<file path="src/rtl/trap_ctrl_pkg.sv">
// Shared types and constants for the machine-mode trap controller.
package trap_ctrl_pkg;

    // Trap sequencing states.
    typedef enum logic [1:0] {
        ST_IDLE     = 2'd0,
        ST_COMMIT   = 2'd1,
        ST_REDIRECT = 2'd2
    } trap_state_e;

    // Synchronous exception cause codes.
    localparam logic [4:0] CAUSE_INSTR_MIS   = 5'd0;
    localparam logic [4:0] CAUSE_INSTR_FAULT = 5'd1;
    localparam logic [4:0] CAUSE_ILLEGAL     = 5'd2;
    localparam logic [4:0] CAUSE_EBREAK      = 5'd3;
    localparam logic [4:0] CAUSE_LOAD_MIS    = 5'd4;
    localparam logic [4:0] CAUSE_STORE_MIS   = 5'd6;
    localparam logic [4:0] CAUSE_ECALL       = 5'd11;

    // Interrupt cause codes.
    localparam logic [4:0] IRQ_MSI = 5'd3;
    localparam logic [4:0] IRQ_MTI = 5'd7;
    localparam logic [4:0] IRQ_MEI = 5'd11;

    // Bit positions inside the exception flag vector.
    localparam int EXC_INSTR_FAULT = 0;
    localparam int EXC_INSTR_MIS   = 1;
    localparam int EXC_ILLEGAL     = 2;
    localparam int EXC_EBREAK      = 3;
    localparam int EXC_ECALL       = 4;
    localparam int EXC_LOAD_MIS    = 5;
    localparam int EXC_STORE_MIS   = 6;

    // mstatus field positions.
    localparam int MSTATUS_MIE    = 3;
    localparam int MSTATUS_MPIE   = 7;
    localparam int MSTATUS_MPP_LO = 11;
    localparam int MSTATUS_MPP_HI = 12;

    // mtvec mode encodings; anything other than vectored behaves as direct.
    localparam logic [1:0] MTVEC_DIRECT   = 2'b00;
    localparam logic [1:0] MTVEC_VECTORED = 2'b01;

    // mstatus on trap entry: stash MIE in MPIE, disable MIE, MPP = machine.
    function automatic logic [31:0] mstatus_on_trap(input logic [31:0] s);
        logic [31:0] r;
        r = s;
        r[MSTATUS_MPIE] = s[MSTATUS_MIE];
        r[MSTATUS_MIE]  = 1'b0;
        r[MSTATUS_MPP_HI:MSTATUS_MPP_LO] = 2'b11;
        return r;
    endfunction

    // mstatus on mret: restore MIE from MPIE, set MPIE, MPP stays machine.
    function automatic logic [31:0] mstatus_on_mret(input logic [31:0] s);
        logic [31:0] r;
        r = s;
        r[MSTATUS_MIE]  = s[MSTATUS_MPIE];
        r[MSTATUS_MPIE] = 1'b1;
        r[MSTATUS_MPP_HI:MSTATUS_MPP_LO] = 2'b11;
        return r;
    endfunction

endpackage

</file>
<file path="src/rtl/trap_prio.sv">
// Combinational trap arbiter: picks the winning interrupt or exception.
module trap_prio
    import trap_ctrl_pkg::*;
(
    input  logic [6:0] exc_vect,
    input  logic [2:0] pend,       // {mei, mti, msi}
    input  logic [2:0] irq_en,     // {meie, mtie, msie}
    input  logic       global_ie,
    output logic       take,
    output logic       interrupt,
    output logic [4:0] code
);

    logic [2:0] irq_act;

    assign irq_act = pend & irq_en;

    // Interrupts beat exceptions; within each group fixed priority order.
    always_comb begin
        take      = 1'b1;
        interrupt = 1'b0;
        code      = 5'd0;
        if (global_ie && (irq_act != 3'b000)) begin
            interrupt = 1'b1;
            if (irq_act[2])      code = IRQ_MEI;
            else if (irq_act[0]) code = IRQ_MSI;
            else                 code = IRQ_MTI;
        end else if (exc_vect[EXC_INSTR_FAULT]) code = CAUSE_INSTR_FAULT;
        else if (exc_vect[EXC_INSTR_MIS])       code = CAUSE_INSTR_MIS;
        else if (exc_vect[EXC_ILLEGAL])         code = CAUSE_ILLEGAL;
        else if (exc_vect[EXC_EBREAK])          code = CAUSE_EBREAK;
        else if (exc_vect[EXC_ECALL])           code = CAUSE_ECALL;
        else if (exc_vect[EXC_LOAD_MIS])        code = CAUSE_LOAD_MIS;
        else if (exc_vect[EXC_STORE_MIS])       code = CAUSE_STORE_MIS;
        else                                    take = 1'b0;
    end

endmodule

</file>
<file path="src/rtl/trap_ctrl.sv">
// Machine-mode trap controller: arbitrates traps/mret at the memory stage,
// produces the CSR write set, and redirects fetch.
// Redirect handshake: REDIRECT_VALID_SM is held with a stable REDIRECT_PC_SM
// until REDIRECT_READY_SI is sampled high in REDIRECT; a transfer happens on a
// clock edge where both are high in REDIRECT. Ready seen in COMMIT is ignored.
module trap_ctrl
    import trap_ctrl_pkg::*;
(
    input  logic        clk,
    input  logic        reset_n,
    input  logic        INSTR_VALID_SM,
    input  logic [31:0] PC_SM,
    input  logic [31:0] INSTR_SM,
    input  logic [31:0] ADR_SM,
    input  logic [6:0]  EXC_VECT_SM,
    input  logic        MRET_SM,
    input  logic        MEIP_I,
    input  logic        MTIP_I,
    input  logic        MSIP_I,
    input  logic [31:0] MSTATUS_RC,
    input  logic [31:0] MTVEC_VALUE_RC,
    input  logic [31:0] MIE_VALUE_RC,
    input  logic [31:0] MEPC_SC,
    input  logic [31:0] MCAUSE_SC,
    output logic        EXCEPTION_SM,
    output logic [31:0] MSTATUS_WDATA_SM,
    output logic [31:0] MIP_WDATA_SM,
    output logic [31:0] MEPC_WDATA_SM,
    output logic [31:0] MCAUSE_WDATA_SM,
    output logic [31:0] MTVAL_WDATA_SM,
    output logic        FLUSH_SM,
    output logic        REDIRECT_VALID_SM,
    output logic [31:0] REDIRECT_PC_SM,
    input  logic        REDIRECT_READY_SI,
    output logic [31:0] TRAP_COUNT_SC,
    output logic [1:0]  state_dbg
);

    trap_state_e state_q, state_d;
    logic [2:0]  pend_q;
    logic [31:0] mstatus_q, mepc_q, mcause_q, mtval_q, redirect_pc_q, count_q;
    logic        take, interrupt;
    logic [4:0]  code;
    logic        evt, trap_go, mret_go;
    logic [31:0] trap_base, trap_target, trap_mtval;

    trap_prio u_prio (
        .exc_vect  (EXC_VECT_SM),
        .pend      (pend_q),
        .irq_en    ({MIE_VALUE_RC[11], MIE_VALUE_RC[7], MIE_VALUE_RC[3]}),
        .global_ie (MSTATUS_RC[MSTATUS_MIE]),
        .take      (take),
        .interrupt (interrupt),
        .code      (code)
    );

    assign evt     = (state_q == ST_IDLE) && INSTR_VALID_SM;
    assign trap_go = evt && take;
    assign mret_go = evt && !take && MRET_SM;

    assign trap_base   = {MTVEC_VALUE_RC[31:2], 2'b00};
    assign trap_target = (interrupt && (MTVEC_VALUE_RC[1:0] == MTVEC_VECTORED))
                         ? trap_base + {25'd0, code, 2'b00} : trap_base;

    // mtval carries the encoding for illegal, the address for faults/misaligned.
    always_comb begin
        trap_mtval = 32'd0;
        if (!interrupt) begin
            case (code)
                CAUSE_ILLEGAL:     trap_mtval = INSTR_SM;
                CAUSE_INSTR_FAULT,
                CAUSE_INSTR_MIS,
                CAUSE_LOAD_MIS,
                CAUSE_STORE_MIS:   trap_mtval = ADR_SM;
                default:           trap_mtval = 32'd0;
            endcase
        end
    end

    // State register.
    always_ff @(posedge clk) begin
        if (!reset_n) state_q <= ST_IDLE;
        else          state_q <= state_d;
    end

    // Next-state and state-decoded outputs.
    always_comb begin
        state_d           = state_q;
        EXCEPTION_SM      = 1'b0;
        FLUSH_SM          = 1'b0;
        REDIRECT_VALID_SM = 1'b0;
        case (state_q)
            ST_IDLE: begin
                if (trap_go || mret_go) state_d = ST_COMMIT;
            end
            ST_COMMIT: begin
                EXCEPTION_SM      = 1'b1;
                FLUSH_SM          = 1'b1;
                REDIRECT_VALID_SM = 1'b1;
                state_d           = ST_REDIRECT;
            end
            ST_REDIRECT: begin
                FLUSH_SM          = 1'b1;
                REDIRECT_VALID_SM = 1'b1;
                if (REDIRECT_READY_SI) state_d = ST_IDLE;
            end
            default: state_d = ST_IDLE;
        endcase
    end

    // Interrupt lines sampled once into pending bits {mei, mti, msi}.
    always_ff @(posedge clk) begin
        if (!reset_n) pend_q <= 3'b000;
        else          pend_q <= {MEIP_I, MTIP_I, MSIP_I};
    end

    // CSR write data, redirect target and trap counter captured on the event cycle.
    always_ff @(posedge clk) begin
        if (!reset_n) begin
            mstatus_q     <= 32'd0;
            mepc_q        <= 32'd0;
            mcause_q      <= 32'd0;
            mtval_q       <= 32'd0;
            redirect_pc_q <= 32'd0;
            count_q       <= 32'd0;
        end else if (trap_go) begin
            mstatus_q     <= mstatus_on_trap(MSTATUS_RC);
            mepc_q        <= {PC_SM[31:2], 2'b00};
            mcause_q      <= {interrupt, 26'd0, code};
            mtval_q       <= trap_mtval;
            redirect_pc_q <= trap_target;
            if (count_q != 32'hFFFF_FFFF) count_q <= count_q + 32'd1;
        end else if (mret_go) begin
            mstatus_q     <= mstatus_on_mret(MSTATUS_RC);
            mepc_q        <= MEPC_SC;
            mcause_q      <= MCAUSE_SC;
            mtval_q       <= 32'd0;
            redirect_pc_q <= MEPC_SC;
        end
    end

    assign MIP_WDATA_SM     = {20'd0, pend_q[2], 3'd0, pend_q[1], 3'd0, pend_q[0], 3'd0};
    assign MSTATUS_WDATA_SM = mstatus_q;
    assign MEPC_WDATA_SM    = mepc_q;
    assign MCAUSE_WDATA_SM  = mcause_q;
    assign MTVAL_WDATA_SM   = mtval_q;
    assign REDIRECT_PC_SM   = redirect_pc_q;
    assign TRAP_COUNT_SC    = count_q;
    assign state_dbg        = state_q;

endmodule

</file>
<file path="config.mk">
export PLATFORM = sky130hd
export DESIGN_NAME = trap_ctrl
export DESIGN_NICKNAME = d
export VERILOG_FILES = /design/src/rtl/trap_ctrl_pkg.sv /design/src/rtl/trap_prio.sv /design/src/rtl/trap_ctrl.sv
export SDC_FILE = /design/constraint.sdc
export NUM_CORES = 1
export LEC_CHECK = 0
export BUFFER_PORTS_ARGS = -buffer_cell sky130_fd_sc_hd__buf_2
export CORE_AREA = 2 2 192 194
export DETAILED_ROUTE_END_ITERATION = 16
export DIE_AREA = 0 0 194 196
export PLACE_DENSITY = 0.55
export SLEW_MARGIN = 0
export SYNTH_ARGS = -nofsm -noshare
export SYNTH_HDL_FRONTEND = slang
export SYNTH_SLANG_ARGS = --single-unit
</file>
<file path="constraint.sdc">
create_clock -name clk -period 4.67 [get_ports clk]
set_input_delay 0.7005 -clock clk [delete_from_list [all_inputs] [get_ports clk]]
set_output_delay 0.7005 -clock clk [all_outputs]
set_load 0.05 [all_outputs]
</file>
# --- After elaboration in Yosys (flattened, before gate mapping) ---
# Cells that the tools add are included.
classes:
  addsub: 2
  n_eq_ne: 10
  n_mux: 37
  bitwise_logic: 2
  reduce_logical: 17
op_table:
  columns: ["cell", "count"]
  rows:
  - ["32-bit two-way mux", 12]
  - ["32-bit one-hot mux with 2 select lines", 1]
  - ["5-bit two-way mux", 8]
  - ["32-bit by 1-bit adder with 32-bit output, second input constant", 1]
  - ["32-bit by 7-bit adder with 32-bit output", 1]
  - ["32-bit != test, second input constant", 1]
  - ["1-bit two-way mux", 11]
  - ["5-bit by 3-bit == test with 1-bit output, second input constant", 2]
  - ["1-bit logical AND", 6]
  - ["3-bit two-way mux", 2]
  - ["2-bit one-hot mux with 3 select lines", 1]
  - ["5-bit by 1-bit == test with 1-bit output, second input constant", 1]
  - ["5-bit by 2-bit == test with 1-bit output, second input constant", 1]
  - ["5-bit zero test", 1]
  - ["2-bit by 1-bit == test with 1-bit output, second input constant", 2]
  - ["2-bit two-way mux", 2]
  - ["2-bit AND reduction", 2]
  - ["2-bit OR reduction", 2]
  - ["4-bit OR reduction", 1]
  - ["3-bit AND", 1]
  - ["3-bit nonzero test", 1]
  - ["2-bit == test, second input constant", 1]
  - ["2-bit zero test", 1]
  - ["2-bit by 1-bit != test with 1-bit output, second input constant", 1]
  - ["5 further kinds", 5]
totals:
  register_bits: 197
  out_inout_bits: 229

# --- Longest topological paths before layout ---
# Gate-level depths: netlist of the first run.
logic_depth:
  word_depth: 14
  ltp_mapped: 11

# --- Cells and area by module ---
# Synthesis of the first run repeated with hierarchy kept, for this count alone.
hier_totals:
  hier_cells: 1089
  area_unflattened_um2: 8996.1
by_module_without_submodules:
  columns: ["mod", "n_inst", "cells_each", "area_each_um2", "seq_area_each_um2"]
  rows:
  - ["trap_ctrl", 1, 1067, 8852.2, 3923.8]
  - ["trap_prio", 1, 22, 143.9, 0.0]

# --- Worst setup path before layout of the first run ---
# No wires, ideal clock.
synth_path:
  kind: "register to register"
  startpoint: "register pend_q[0]"
  endpoint: "register redirect_pc_q[30] (netlist: REDIRECT_PC_SM[30])"
  setup_ns: 0.079
  t_arrival_ns: 3.071
  path_slack_ns: 1.520
  path_stages_with_launch: 12
  synth_period_minus_slack_ns: 3.150
  path_cell_list: "dfxtp_1 > a22oi_1 > a21o_1 > nand2_1 > ha_1 > inv_1 > fa_1 > nand2b_1 > a211oi_2 > nand3_1 > or4_1 > o211ai_1"
synth_between:
  elab_chain_len: 8
  elab_cells_between_ends: 17
  cone_classes: "add/sub: 1; mux: 7; bitwise: 1; reduce/logical: 8"
synth_lines:
  columns: ["item", "line", "rtl"]
  rows:
  - ["from (decl)", "trap_ctrl.sv:40", "logic [2:0] pend_q;"]
  - ["from (signal assigned)", "trap_ctrl.sv:114", "else pend_q <= {MEIP_I, MTIP_I, MSIP_I};"]
  - ["3-bit AND (*)", "trap_prio.sv:16", "assign irq_act = pend & irq_en;"]
  - ["branches (longest 7 deep; another with 32-bit by 7-bit adder with 32-bit output)", null, null]
  - ["to (signal assigned)", "trap_ctrl.sv:131", "redirect_pc_q <= trap_target;"]
  - ["to (decl)", "trap_ctrl.sv:41", "logic [31:0] mstatus_q, mepc_q, mcause_q, mtval_q, redirect_pc_q, count_q;"]
# Mark *: on every way between the ends.
# A chain may end at the register's enable or synchronous reset.

# --- Worst setup path in the final report of the first run ---
layout_path:
  startpoint: "register pend_q[2]"
  endpoint: "register redirect_pc_q[30] (netlist: REDIRECT_PC_SM[30])"
layout_between:
  elab_chain_len: 8
  elab_cells_between_ends: 16
  cone_classes: "add/sub: 1; mux: 6; bitwise: 1; reduce/logical: 8"
layout_lines:
  columns: ["item", "line"]
  rows:
  - ["3-bit AND (*)", "trap_prio.sv:16"]
  - ["branches (longest 7 deep; another with 32-bit by 7-bit adder with 32-bit output)", null]
# Marked as above.

==> report_table.html, run 1 <==
<table>
<tr><th>Metric</th><th>Value</th></tr>
<tr><th colspan="2">Synth</th></tr>
<tr><td>Post-synthesis instance area</td><td>8950 um^2</td></tr>
<tr><td>Distinct cell type count of the synthesized netlist</td><td>62</td></tr>
<tr><td>Yosys warning count</td><td>0</td></tr>
<tr><td>Top FF cell, synth</td><td>sky130_fd_sc_hd__dfxtp_1</td></tr>
<tr><td>Synthesized instance count</td><td>1039</td></tr>
<tr><td>Biggest area contributors in the synthesized netlist</td><td>sky130_fd_sc_hd__dfxtp_1, sky130_fd_sc_hd__nand2_1, sky130_fd_sc_hd__a22oi_1</td></tr>
<tr><td>Post-synth EDFFs</td><td>0</td></tr>
<tr><td>Area share of the largest cell type after synthesis</td><td>43.9%</td></tr>
<tr><td>Sequential fraction of the synthesis area</td><td>43.9%</td></tr>
<tr><td>Ys async rst share</td><td>0%</td></tr>
<tr><td>Post-Synthesis Mean Instance Area</td><td>8.61 um^2</td></tr>
<tr><td>Post-synthesis sequential element count</td><td>196</td></tr>
<tr><td>Top cell type by total area after synthesis</td><td>sky130_fd_sc_hd__dfxtp_1</td></tr>
<tr><th colspan="2">Power</th></tr>
<tr><td>Leak</td><td>5.12 nW</td></tr>
<tr><td>P per Cell Area</td><td>392 nW/um^2</td></tr>
<tr><td>Maximum resistive drop on vdd</td><td>0.261 mV</td></tr>
<tr><td>Internal power</td><td>2.92 mW</td></tr>
<tr><td>Clock Power Share</td><td>31.1%</td></tr>
<tr><td>Sw power</td><td>1.79 mW</td></tr>
<tr><td>Switch share</td><td>38.1%</td></tr>
<tr><td>Logic gate share of total power</td><td>29.1%</td></tr>
<tr><td>PnR Total Power</td><td>4.71 mW</td></tr>
<tr><td>Reg power frac</td><td>39.7%</td></tr>
<tr><th colspan="2">Place</th></tr>
<tr><td>Global placer's final weighted congestion</td><td>0.822</td></tr>
<tr><td>Placement Cell Area</td><td>11500 um^2</td></tr>
<tr><td>Count of buffers inserted at the top-level ports</td><td>437</td></tr>
<tr><td>Placed wire-length estimate</td><td>26300 um</td></tr>
<tr><th colspan="2">Die</th></tr>
<tr><td>Core footprint</td><td>36100 um^2</td></tr>
<tr><td>Y dimension of the die</td><td>196 um</td></tr>
<tr><td>Number of top-level pins</td><td>500</td></tr>
<tr><td>Number of cell rows</td><td>70</td></tr>
<tr><td>Initial standard-cell utilization of the core</td><td>24.8%</td></tr>
<tr><td>Chip width</td><td>194 um</td></tr>
<tr><td>Die Footprint</td><td>38000 um^2</td></tr>
<tr><th colspan="2">Timing</th></tr>
<tr><td>Worst hold-check slack</td><td>0.442 ns</td></tr>
<tr><td>Setup TNS</td><td>0 ns</td></tr>
<tr><td>Max Slew Vio Count</td><td>0</td></tr>
<tr><td>Worst setup skew after layout</td><td>0.00958 ns</td></tr>
<tr><td>Setup repair after global routing missed its margin</td><td>no</td></tr>
<tr><td>Transition time at the pin with the least slew margin</td><td>1.20 ns</td></tr>
<tr><td>Total count of hold-check failures in the final report</td><td>0</td></tr>
<tr><td>Worst rel slew slack</td><td>19.6%</td></tr>
<tr><td>Time the final worst path needs with I/O delays and setup</td><td>3.39 ns</td></tr>
<tr><td>Setup violation total in the final timing report</td><td>0</td></tr>
<tr><td>Maximum clock rate</td><td>295 MHz</td></tr>
<tr><td>Final worst path period share</td><td>72.6%</td></tr>
<tr><th colspan="2">Global route</th></tr>
<tr><td>Total global routing overflow</td><td>0</td></tr>
<tr><td>First-pass GRT wire length</td><td>52900 um</td></tr>
<tr><td>Largest net degree at the start of global routing</td><td>105</td></tr>
<tr><td>Number of global-route vias before repair</td><td>9008</td></tr>
<tr><td>Number of antenna violations at the first check in global routing</td><td>3</td></tr>
<tr><td>Global Route Usage Sum</td><td>18.0%</td></tr>
<tr><th colspan="2">Detailed routing</th></tr>
<tr><td>Post-DRT Antenna Nets</td><td>0</td></tr>
<tr><td>Number of optimization iterations in the first detailed-route pass</td><td>6</td></tr>
<tr><td>Detailed-route via count</td><td>9462</td></tr>
<tr><td>Average via count per standard cell</td><td>4.93</td></tr>
<tr><td>Drt wl/cell</td><td>18.4 um</td></tr>
<tr><td>DRT iter0 DRCs</td><td>624</td></tr>
<tr><td>Remaining DRCs</td><td>0</td></tr>
<tr><td>Wirelength, routed</td><td>35300 um</td></tr>
<tr><th colspan="2">Setup path</th></tr>
<tr><td>Total buffers and inverters traversed by the critical path</td><td>1</td></tr>
<tr><td>Element type at the critical path start</td><td>flip-flop</td></tr>
<tr><td>Maximum cell stage delay along the critical path</td><td>0.60 ns</td></tr>
<tr><td>Worst path top cell family by delay</td><td>compound AO/OA/AOI/OAI gates</td></tr>
<tr><td>Worst path slowest cell</td><td>sky130_fd_sc_hd__a211oi_2</td></tr>
<tr><td>Required time at the worst-slack endpoint</td><td>5.04 ns</td></tr>
<tr><td>Data arrival at the endpoint of the critical path</td><td>3.76 ns</td></tr>
<tr><td>Crit path max fanout</td><td>8</td></tr>
<tr><td>Kind of end point of the critical path</td><td>flip-flop</td></tr>
<tr><td>Type of the worst setup path</td><td>reg -&gt; reg</td></tr>
<tr><td>Cell breakdown of the critical path</td><td>a22oi_1 &gt; a21o_1 &gt; nand2_1 &gt; ha_1 &gt; inv_1 &gt; fa_1 &gt; nand2b_1 &gt; a211oi_2 &gt; nand3_1 &gt; or4_1 &gt; o211ai_1</td></tr>
<tr><th colspan="2">Clock tree</th></tr>
<tr><td>Clock input transition at the sequential cells of the worst setup and hold paths</td><td>0.08 ns</td></tr>
<tr><td>CTS sink cnt</td><td>196</td></tr>
<tr><td>Number of resized instances in the post-cts repair step</td><td>0</td></tr>
<tr><td>Number of buffers created by CTS</td><td>17</td></tr>
<tr><td>Max Root-Sink Buffers</td><td>2</td></tr>
<tr><td>CTS Root Buffer Type</td><td>sky130_fd_sc_hd__clkbuf_16</td></tr>
<tr><td>Clock tree from TritonCTS</td><td>yes</td></tr>
<tr><td>Skew-Pair Late Insertion Delay</td><td>0.46 ns</td></tr>
<tr><td>H-tree level count</td><td>4</td></tr>
<tr><td>Post-CTS Hold Buffers</td><td>0</td></tr>
<tr><td>Post-CTS setup-driven buffer insertion count</td><td>0</td></tr>
<tr><th colspan="2">Layout</th></tr>
<tr><td>Top library cells by usage in the layout, fill and taps aside</td><td>sky130_fd_sc_hd__buf_2, sky130_fd_sc_hd__dfxtp_1, sky130_fd_sc_hd__nand2_1</td></tr>
<tr><td>Summed area of non-filler cells in the final layout</td><td>12000 um^2</td></tr>
<tr><td>Final net count</td><td>1718</td></tr>
<tr><td>Most common cell after layout, fill and taps aside</td><td>sky130_fd_sc_hd__buf_2</td></tr>
<tr><td>Final design utilization</td><td>33.3%</td></tr>
<tr><td>Total of fill cells in the finished design</td><td>3836</td></tr>
<tr><td>Share of cells above drive strength 1</td><td>35.1%</td></tr>
<tr><td>Area growth from synthesis to layout</td><td>34.3%</td></tr>
<tr><th colspan="2">Run</th></tr>
<tr><td>Maximum Capacitance Violations</td><td>0</td></tr>
<tr><th colspan="2">Worst hold path</th></tr>
<tr><td>Classification of the worst-slack hold path</td><td>in -&gt; reg</td></tr>
<tr><th colspan="2">Run status</th></tr>
<tr><td>Run status</td><td>finished, final reports clean</td></tr>
</table>
[power by group through the flow]
stage          clock (mW)  sequential (mW)  combinational [mW]
3_3_place_gp            0             1.91                1.38
3_5_place_dp            0             1.91                1.39
6_report             1.47             1.87                1.37
2_1_floorplan           0             2.35               0.531
4_1_cts              1.52             1.87                1.39
5_1_grt              1.58             1.89                1.47
[logic make-up (layout without fill, tap and decap cells)]
kind of cell	count (synthesis)	in the layout	synth area share (%)
flops	196	196	43.9
compound gates	298	298	23.5
other cells	1	30	0.0419
simple gates	374	374	20.2
xor+xnor	22	22	2.15
mux	16	16	1.85
fa+ha+maj	10	10	1.48
buf+inv	122	505	6.89
[area by class of cell]
type                            instances  area [um^2]  share of cell area (%)
Inverter                               16         65.1                   0.541
Clock buffer                           21          460                    3.83
Tap cell                              468          586                    4.87
Sequential cell                       196         3920                    32.6
Multi-Input combinational cell        749         4540                    37.8
Antenna cell                            1         2.50                  0.0208
Clock inverter                         11          103                   0.854
Timing Repair Buffer                  457         2340                    19.4
[flip-flops by register name (all words and copies together), names as in the netlist]
signal            count
MCAUSE_WDATA_SM      32
MEPC_WDATA_SM        32
MTVAL_WDATA_SM       32
REDIRECT_PC_SM       32
TRAP_COUNT_SC        32
MSTATUS_WDATA_SM     31
pend_q                3
state_dbg             2
[stage by stage]
stage               instances  setup slack [ns]
detailed placement       1886             0.869
global route             1919              1.03
finish                   1919              1.28
floorplan                1067              1.52
global placement         1886             0.903
CTS                      1918              1.26
[synth_stat cells (12+ instances only)]
library cell and n:
sky130_fd_sc_hd__a21oi_1 90, sky130_fd_sc_hd__a22oi_1 65, sky130_fd_sc_hd__o22ai_1 23, sky130_fd_sc_hd__buf_4 34
sky130_fd_sc_hd__clkbuf_1 47, sky130_fd_sc_hd__inv_1 14, sky130_fd_sc_hd__nor2_1 48, sky130_fd_sc_hd__or4_1 22
sky130_fd_sc_hd__nand4_1 30, sky130_fd_sc_hd__mux2i_1 12, sky130_fd_sc_hd__xor2_1 16, sky130_fd_sc_hd__dfxtp_1 196
sky130_fd_sc_hd__o31ai_1 17, sky130_fd_sc_hd__nand2_1 173, sky130_fd_sc_hd__a222oi_1 26, sky130_fd_sc_hd__o2bb2ai_1 32
sky130_fd_sc_hd__buf_2 25, sky130_fd_sc_hd__nand3_1 27
[worst paths after layout]
path | from | endpoint | slack, ns | depth (start not counted)
max | pend_q[2]$_SDFF_PN0_ | REDIRECT_PC_SM[30]$_SDFFE_PN0P_ | 1.28 | 11
min | ADR_SM[31] | MTVAL_WDATA_SM[31]$_SDFFE_PN0P_ | 0.44 | 2
max reg2reg | pend_q[2]$_SDFF_PN0_ | REDIRECT_PC_SM[30]$_SDFFE_PN0P_ | 1.28 | 11
min reg2reg | MCAUSE_WDATA_SM[26]$_SDFFE_PP0P_ | MCAUSE_WDATA_SM[26]$_SDFFE_PP0P_ | 0.45 | 2
[layer usage]
metal / GRT usage (%) / vias up / wire (um)
met5: 0 / - / 25
met4: 5.53 / 4 / 602
met3: 5.11 / 34 / 2500
met2: 30.8 / 380 / 17400
met1: 21.7 / 4456 / 14800
li1: - / 4588 / -
Power figures use the tool's default switching activity.
==> run 2: changes to the inputs <==
--- a/config.mk
+++ b/config.mk
@@ -6,9 +6,9 @@
 export NUM_CORES = 1
 export LEC_CHECK = 0
 export BUFFER_PORTS_ARGS = -buffer_cell sky130_fd_sc_hd__buf_2
-export CORE_AREA = 2 2 192 194
+export CORE_AREA = 2 2 193 195
 export DETAILED_ROUTE_END_ITERATION = 16
-export DIE_AREA = 0 0 194 196
+export DIE_AREA = 0 0 195 197
 export PLACE_DENSITY = 0.55
 export SLEW_MARGIN = 0
 export SYNTH_ARGS = -nofsm -noshare
==> constraint.sdc (replaced) <==
create_clock -name clk -period 3.14 [get_ports clk]
set_input_delay 0.471 -clock clk [delete_from_list [all_inputs] [get_ports clk]]
set_output_delay 0.471 -clock clk [all_outputs]
set_load 0.05 [all_outputs]
==> run 2 against run 1 <==
Clock power rose by 52%. Cell count rose by 1.5%. Design area rose by 2.5%. Clock-buffer cell count fell by 2. First-iteration DRC count fell by 1.1%. Largest cell class unchanged. Maximum frequency rose by 18%. Register-to-register slack got worse by 1.0 ns.
==> report_table.html, run 2 (synthesis results as in run 1) <==
<table>
<tr><th>Metric</th><th>Value</th></tr>
<tr><th colspan="2">Place</th></tr>
<tr><td>Global placer's final weighted congestion</td><td>0.808 (-1.8%)</td></tr>
<tr><td>Worst slack at placement</td><td>-0.0396 ns (-0.909 ns)</td></tr>
<tr><td>Post-placement cell count</td><td>1913 (+1.4%)</td></tr>
<tr><td>Count of buffers inserted at the top-level ports</td><td>437 (unchanged)</td></tr>
<tr><td>Placed wire-length estimate</td><td>25900 um (-1.4%)</td></tr>
<tr><th colspan="2">Power</th></tr>
<tr><td>Sw power</td><td>2.67 mW (+49%)</td></tr>
<tr><td>Internal power</td><td>4.44 mW (+52%)</td></tr>
<tr><td>Clock Power Share</td><td>31.5% (+0.4 points)</td></tr>
<tr><td>Leak</td><td>5.26 nW (+2.8%)</td></tr>
<tr><td>Logic gate share of total power</td><td>29.4% (+0.3 points)</td></tr>
<tr><td>Reg power frac</td><td>39.1% (-0.6 points)</td></tr>
<tr><td>Maximum resistive drop on vdd</td><td>0.382 mV (+46%)</td></tr>
<tr><td>Switch share</td><td>37.6% (-0.47 points)</td></tr>
<tr><td>P per Cell Area</td><td>577 nW/um^2 (+47%)</td></tr>
<tr><th colspan="2">Detailed routing</th></tr>
<tr><td>Post-DRT Antenna Nets</td><td>0 (unchanged)</td></tr>
<tr><td>Drt wl/cell</td><td>17.6 um (-4.4%)</td></tr>
<tr><td>Detailed-route via count</td><td>9471 (+0.095%)</td></tr>
<tr><td>Remaining DRCs</td><td>0 (unchanged)</td></tr>
<tr><td>DRT iter0 DRCs</td><td>617 (-1.1%)</td></tr>
<tr><td>Number of optimization iterations in the first detailed-route pass</td><td>8 (+2)</td></tr>
<tr><td>Average via count per standard cell</td><td>4.86 (-1.4%)</td></tr>
<tr><td>Wirelength, routed</td><td>34300 um (-2.9%)</td></tr>
<tr><th colspan="2">Timing</th></tr>
<tr><td>Setup violation total in the final timing report</td><td>0 (unchanged)</td></tr>
<tr><td>Setup TNS</td><td>0 ns (unchanged)</td></tr>
<tr><td>Worst hold-check slack</td><td>0.208 ns (-0.234 ns)</td></tr>
<tr><td>Final worst path period share</td><td>91.6% (+19 points)</td></tr>
<tr><td>Total count of hold-check failures in the final report</td><td>0 (unchanged)</td></tr>
<tr><td>Worst setup skew after layout</td><td>0.0196 ns (+0.0101 ns)</td></tr>
<tr><td>Setup repair after global routing missed its margin</td><td>no</td></tr>
<tr><td>Time the final worst path needs with I/O delays and setup</td><td>2.88 ns (-0.514 ns)</td></tr>
<tr><td>Max Slew Vio Count</td><td>0 (unchanged)</td></tr>
<tr><td>Worst rel slew slack</td><td>28.9% (+9.3 points)</td></tr>
<tr><td>Maximum clock rate</td><td>348 MHz (+18%)</td></tr>
<tr><td>Transition time at the pin with the least slew margin</td><td>1.07 ns (-0.132 ns)</td></tr>
<tr><td>Fin worst setup slack</td><td>0.263 ns (-1.02 ns)</td></tr>
<tr><th colspan="2">Global route</th></tr>
<tr><td>Met3 track demand over resource in global routing</td><td>4.95% (-0.16 points)</td></tr>
<tr><td>First-pass GRT wire length</td><td>51300 um (-3.1%)</td></tr>
<tr><td>Layer carrying the most global-route usage</td><td>met2</td></tr>
<tr><td>Global Route Usage Sum</td><td>17.2% (-0.77 points)</td></tr>
<tr><td>Largest net degree at the start of global routing</td><td>94 (-10%)</td></tr>
<tr><td>Total global routing overflow</td><td>0 (unchanged)</td></tr>
<tr><td>Number of antenna violations at the first check in global routing</td><td>5 (+2)</td></tr>
<tr><td>Routing usage on met1</td><td>20.5% (-1.2 points)</td></tr>
<tr><td>Met2 global-route usage</td><td>29.3% (-1.5 points)</td></tr>
<tr><td>Number of global-route vias before repair</td><td>8992 (-0.18%)</td></tr>
<tr><th colspan="2">Setup path</th></tr>
<tr><td>Total buffers and inverters traversed by the critical path</td><td>4 (+3)</td></tr>
<tr><td>Type of the worst setup path</td><td>reg -&gt; reg</td></tr>
<tr><td>Worst path slowest cell</td><td>sky130_fd_sc_hd__fa_1</td></tr>
<tr><td>Crit path max fanout</td><td>5 (-3)</td></tr>
<tr><td>Element type at the critical path start</td><td>flip-flop</td></tr>
<tr><td>Worst path top cell family by delay</td><td>adder cells</td></tr>
<tr><td>Kind of end point of the critical path</td><td>flip-flop</td></tr>
<tr><td>Required time at the worst-slack endpoint</td><td>3.43 ns (-1.61 ns)</td></tr>
<tr><td>Maximum cell stage delay along the critical path</td><td>0.39 ns (-0.21 ns)</td></tr>
<tr><td>Cell occurring most often along the worst timing path</td><td>sky130_fd_sc_hd__buf_4</td></tr>
<tr><td>Cell breakdown of the critical path</td><td>a22oi_1 &gt; buf_4 &gt; a21o_1 &gt; nand2_1 &gt; ha_1 &gt; inv_1 &gt; fa_1 &gt; nand2b_1 &gt; buf_4 &gt; a211oi_1 &gt; buf_4 &gt; nand4_1 &gt; xor2_1 &gt; o22ai_1</td></tr>
<tr><td>Data arrival at the endpoint of the critical path</td><td>3.16 ns (-0.60 ns)</td></tr>
<tr><th colspan="2">Layout</th></tr>
<tr><td>Top library cells by usage in the layout, fill and taps aside</td><td>sky130_fd_sc_hd__buf_2, sky130_fd_sc_hd__dfxtp_1, sky130_fd_sc_hd__nand2_1</td></tr>
<tr><td>Final net count</td><td>1745 (+1.6%)</td></tr>
<tr><td>Share of cells above drive strength 1</td><td>36.5% (+1.4 points)</td></tr>
<tr><td>Layout Cells excl Fill</td><td>1948 (+1.5%)</td></tr>
<tr><td>Most common cell after layout, fill and taps aside</td><td>sky130_fd_sc_hd__buf_2</td></tr>
<tr><td>Final design utilization</td><td>34.0% (+0.67 points)</td></tr>
<tr><td>Area growth from synthesis to layout</td><td>37.7%</td></tr>
<tr><th colspan="2">Die</th></tr>
<tr><td>Y dimension of the die</td><td>197 um (+0.51%)</td></tr>
<tr><td>Number of cell rows</td><td>70 (unchanged)</td></tr>
<tr><td>Number of top-level pins</td><td>500 (unchanged)</td></tr>
<tr><td>Die Footprint</td><td>38400 um^2 (+1.0%)</td></tr>
<tr><td>Initial standard-cell utilization of the core</td><td>24.7% (-0.12 points)</td></tr>
<tr><td>Core footprint</td><td>36300 um^2 (+0.49%)</td></tr>
<tr><td>Chip width</td><td>195 um (+0.52%)</td></tr>
<tr><th colspan="2">Worst hold path</th></tr>
<tr><td>Classification of the worst-slack hold path</td><td>in -&gt; reg</td></tr>
<tr><th colspan="2">Clock tree</th></tr>
<tr><td>Clock tree from TritonCTS</td><td>yes</td></tr>
<tr><td>Post-CTS setup-driven buffer insertion count</td><td>0 (unchanged)</td></tr>
<tr><td>Number of buffers created by CTS</td><td>17 (unchanged)</td></tr>
<tr><td>H-tree level count</td><td>4 (unchanged)</td></tr>
<tr><td>Number of resized instances in the post-cts repair step</td><td>0 (unchanged)</td></tr>
<tr><td>Clock input transition at the sequential cells of the worst setup and hold paths</td><td>0.09 ns (about the same)</td></tr>
<tr><td>CTS sink cnt</td><td>196 (unchanged)</td></tr>
<tr><td>Max Root-Sink Buffers</td><td>2 (unchanged)</td></tr>
<tr><td>CTS Root Buffer Type</td><td>sky130_fd_sc_hd__clkbuf_16</td></tr>
<tr><td>Skew-Pair Late Insertion Delay</td><td>0.46 ns (about the same)</td></tr>
<tr><td>Post-CTS Hold Buffers</td><td>0 (unchanged)</td></tr>
<tr><th colspan="2">Run</th></tr>
<tr><td>Maximum Capacitance Violations</td><td>0 (unchanged)</td></tr>
<tr><th colspan="2">Run status</th></tr>
<tr><td>Run status</td><td>finished, final reports clean</td></tr>
</table>
-- run 2: cell types whose count changed in the layout (fill, tap and decap cells not counted), sizes merged --
cell / change
diode: +2
clkbuf: -2
buf: +27
bufinv: +1
inv: +2
clkinv: -6
clkinvlp: +5
-- run 2: final timing paths --
kind                                                       start                               end  slack, ns  cells after the start
worst max register to register              pend_q[0]$_SDFF_PN0_   REDIRECT_PC_SM[26]$_SDFFE_PN0P_       0.26                     14
worst min register to register  MCAUSE_WDATA_SM[28]$_SDFFE_PP0P_  MCAUSE_WDATA_SM[28]$_SDFFE_PP0P_       0.45                      2
worst min-delay path                                   ADR_SM[8]    MTVAL_WDATA_SM[8]$_SDFFE_PN0P_       0.21                      2
worst max-delay path                        pend_q[0]$_SDFF_PN0_   REDIRECT_PC_SM[26]$_SDFFE_PN0P_       0.26                     14
-- run 2: per-stage QoR --
step           instance area [um^2]  power [mW]
2_1_floorplan                  9050        4.28
3_3_place_gp                  11700        4.94
3_5_place_dp                  11700        4.95
4_1_cts                       12300        7.22
5_1_grt                       12300        7.45
6_report                      12300        7.12
-- run 2: cell type report --
class,count,area [um^2]
flip-flops and latches,196,3930
clock buffers,19,433
fillers,3858,23900
clock inverters,13,149
well taps,468,586
inverters,16,62.6
diodes,3,7.51
repair buffers,484,2620
multi-input cells,749,4540
-- run 2: routing by layer --
layer / vias to the layer above / part of all wire, %
li1: 4632 / -
met1: 4435 / 42
met2: 362 / 48
met3: 38 / 7.2
met4: 4 / 2.2
met5: - / 0.079
-- run 2: power by group through the flow --
stage / clock network (mW) / registers [mW] / logic (mW)
after floorplan: 0 / 3.49 / 0.790
after global placement: 0 / 2.83 / 2.10
after detailed placement: 0 / 2.84 / 2.11
after CTS: 2.33 / 2.78 / 2.11
after global routing: 2.42 / 2.81 / 2.23
final: 2.24 / 2.78 / 2.09
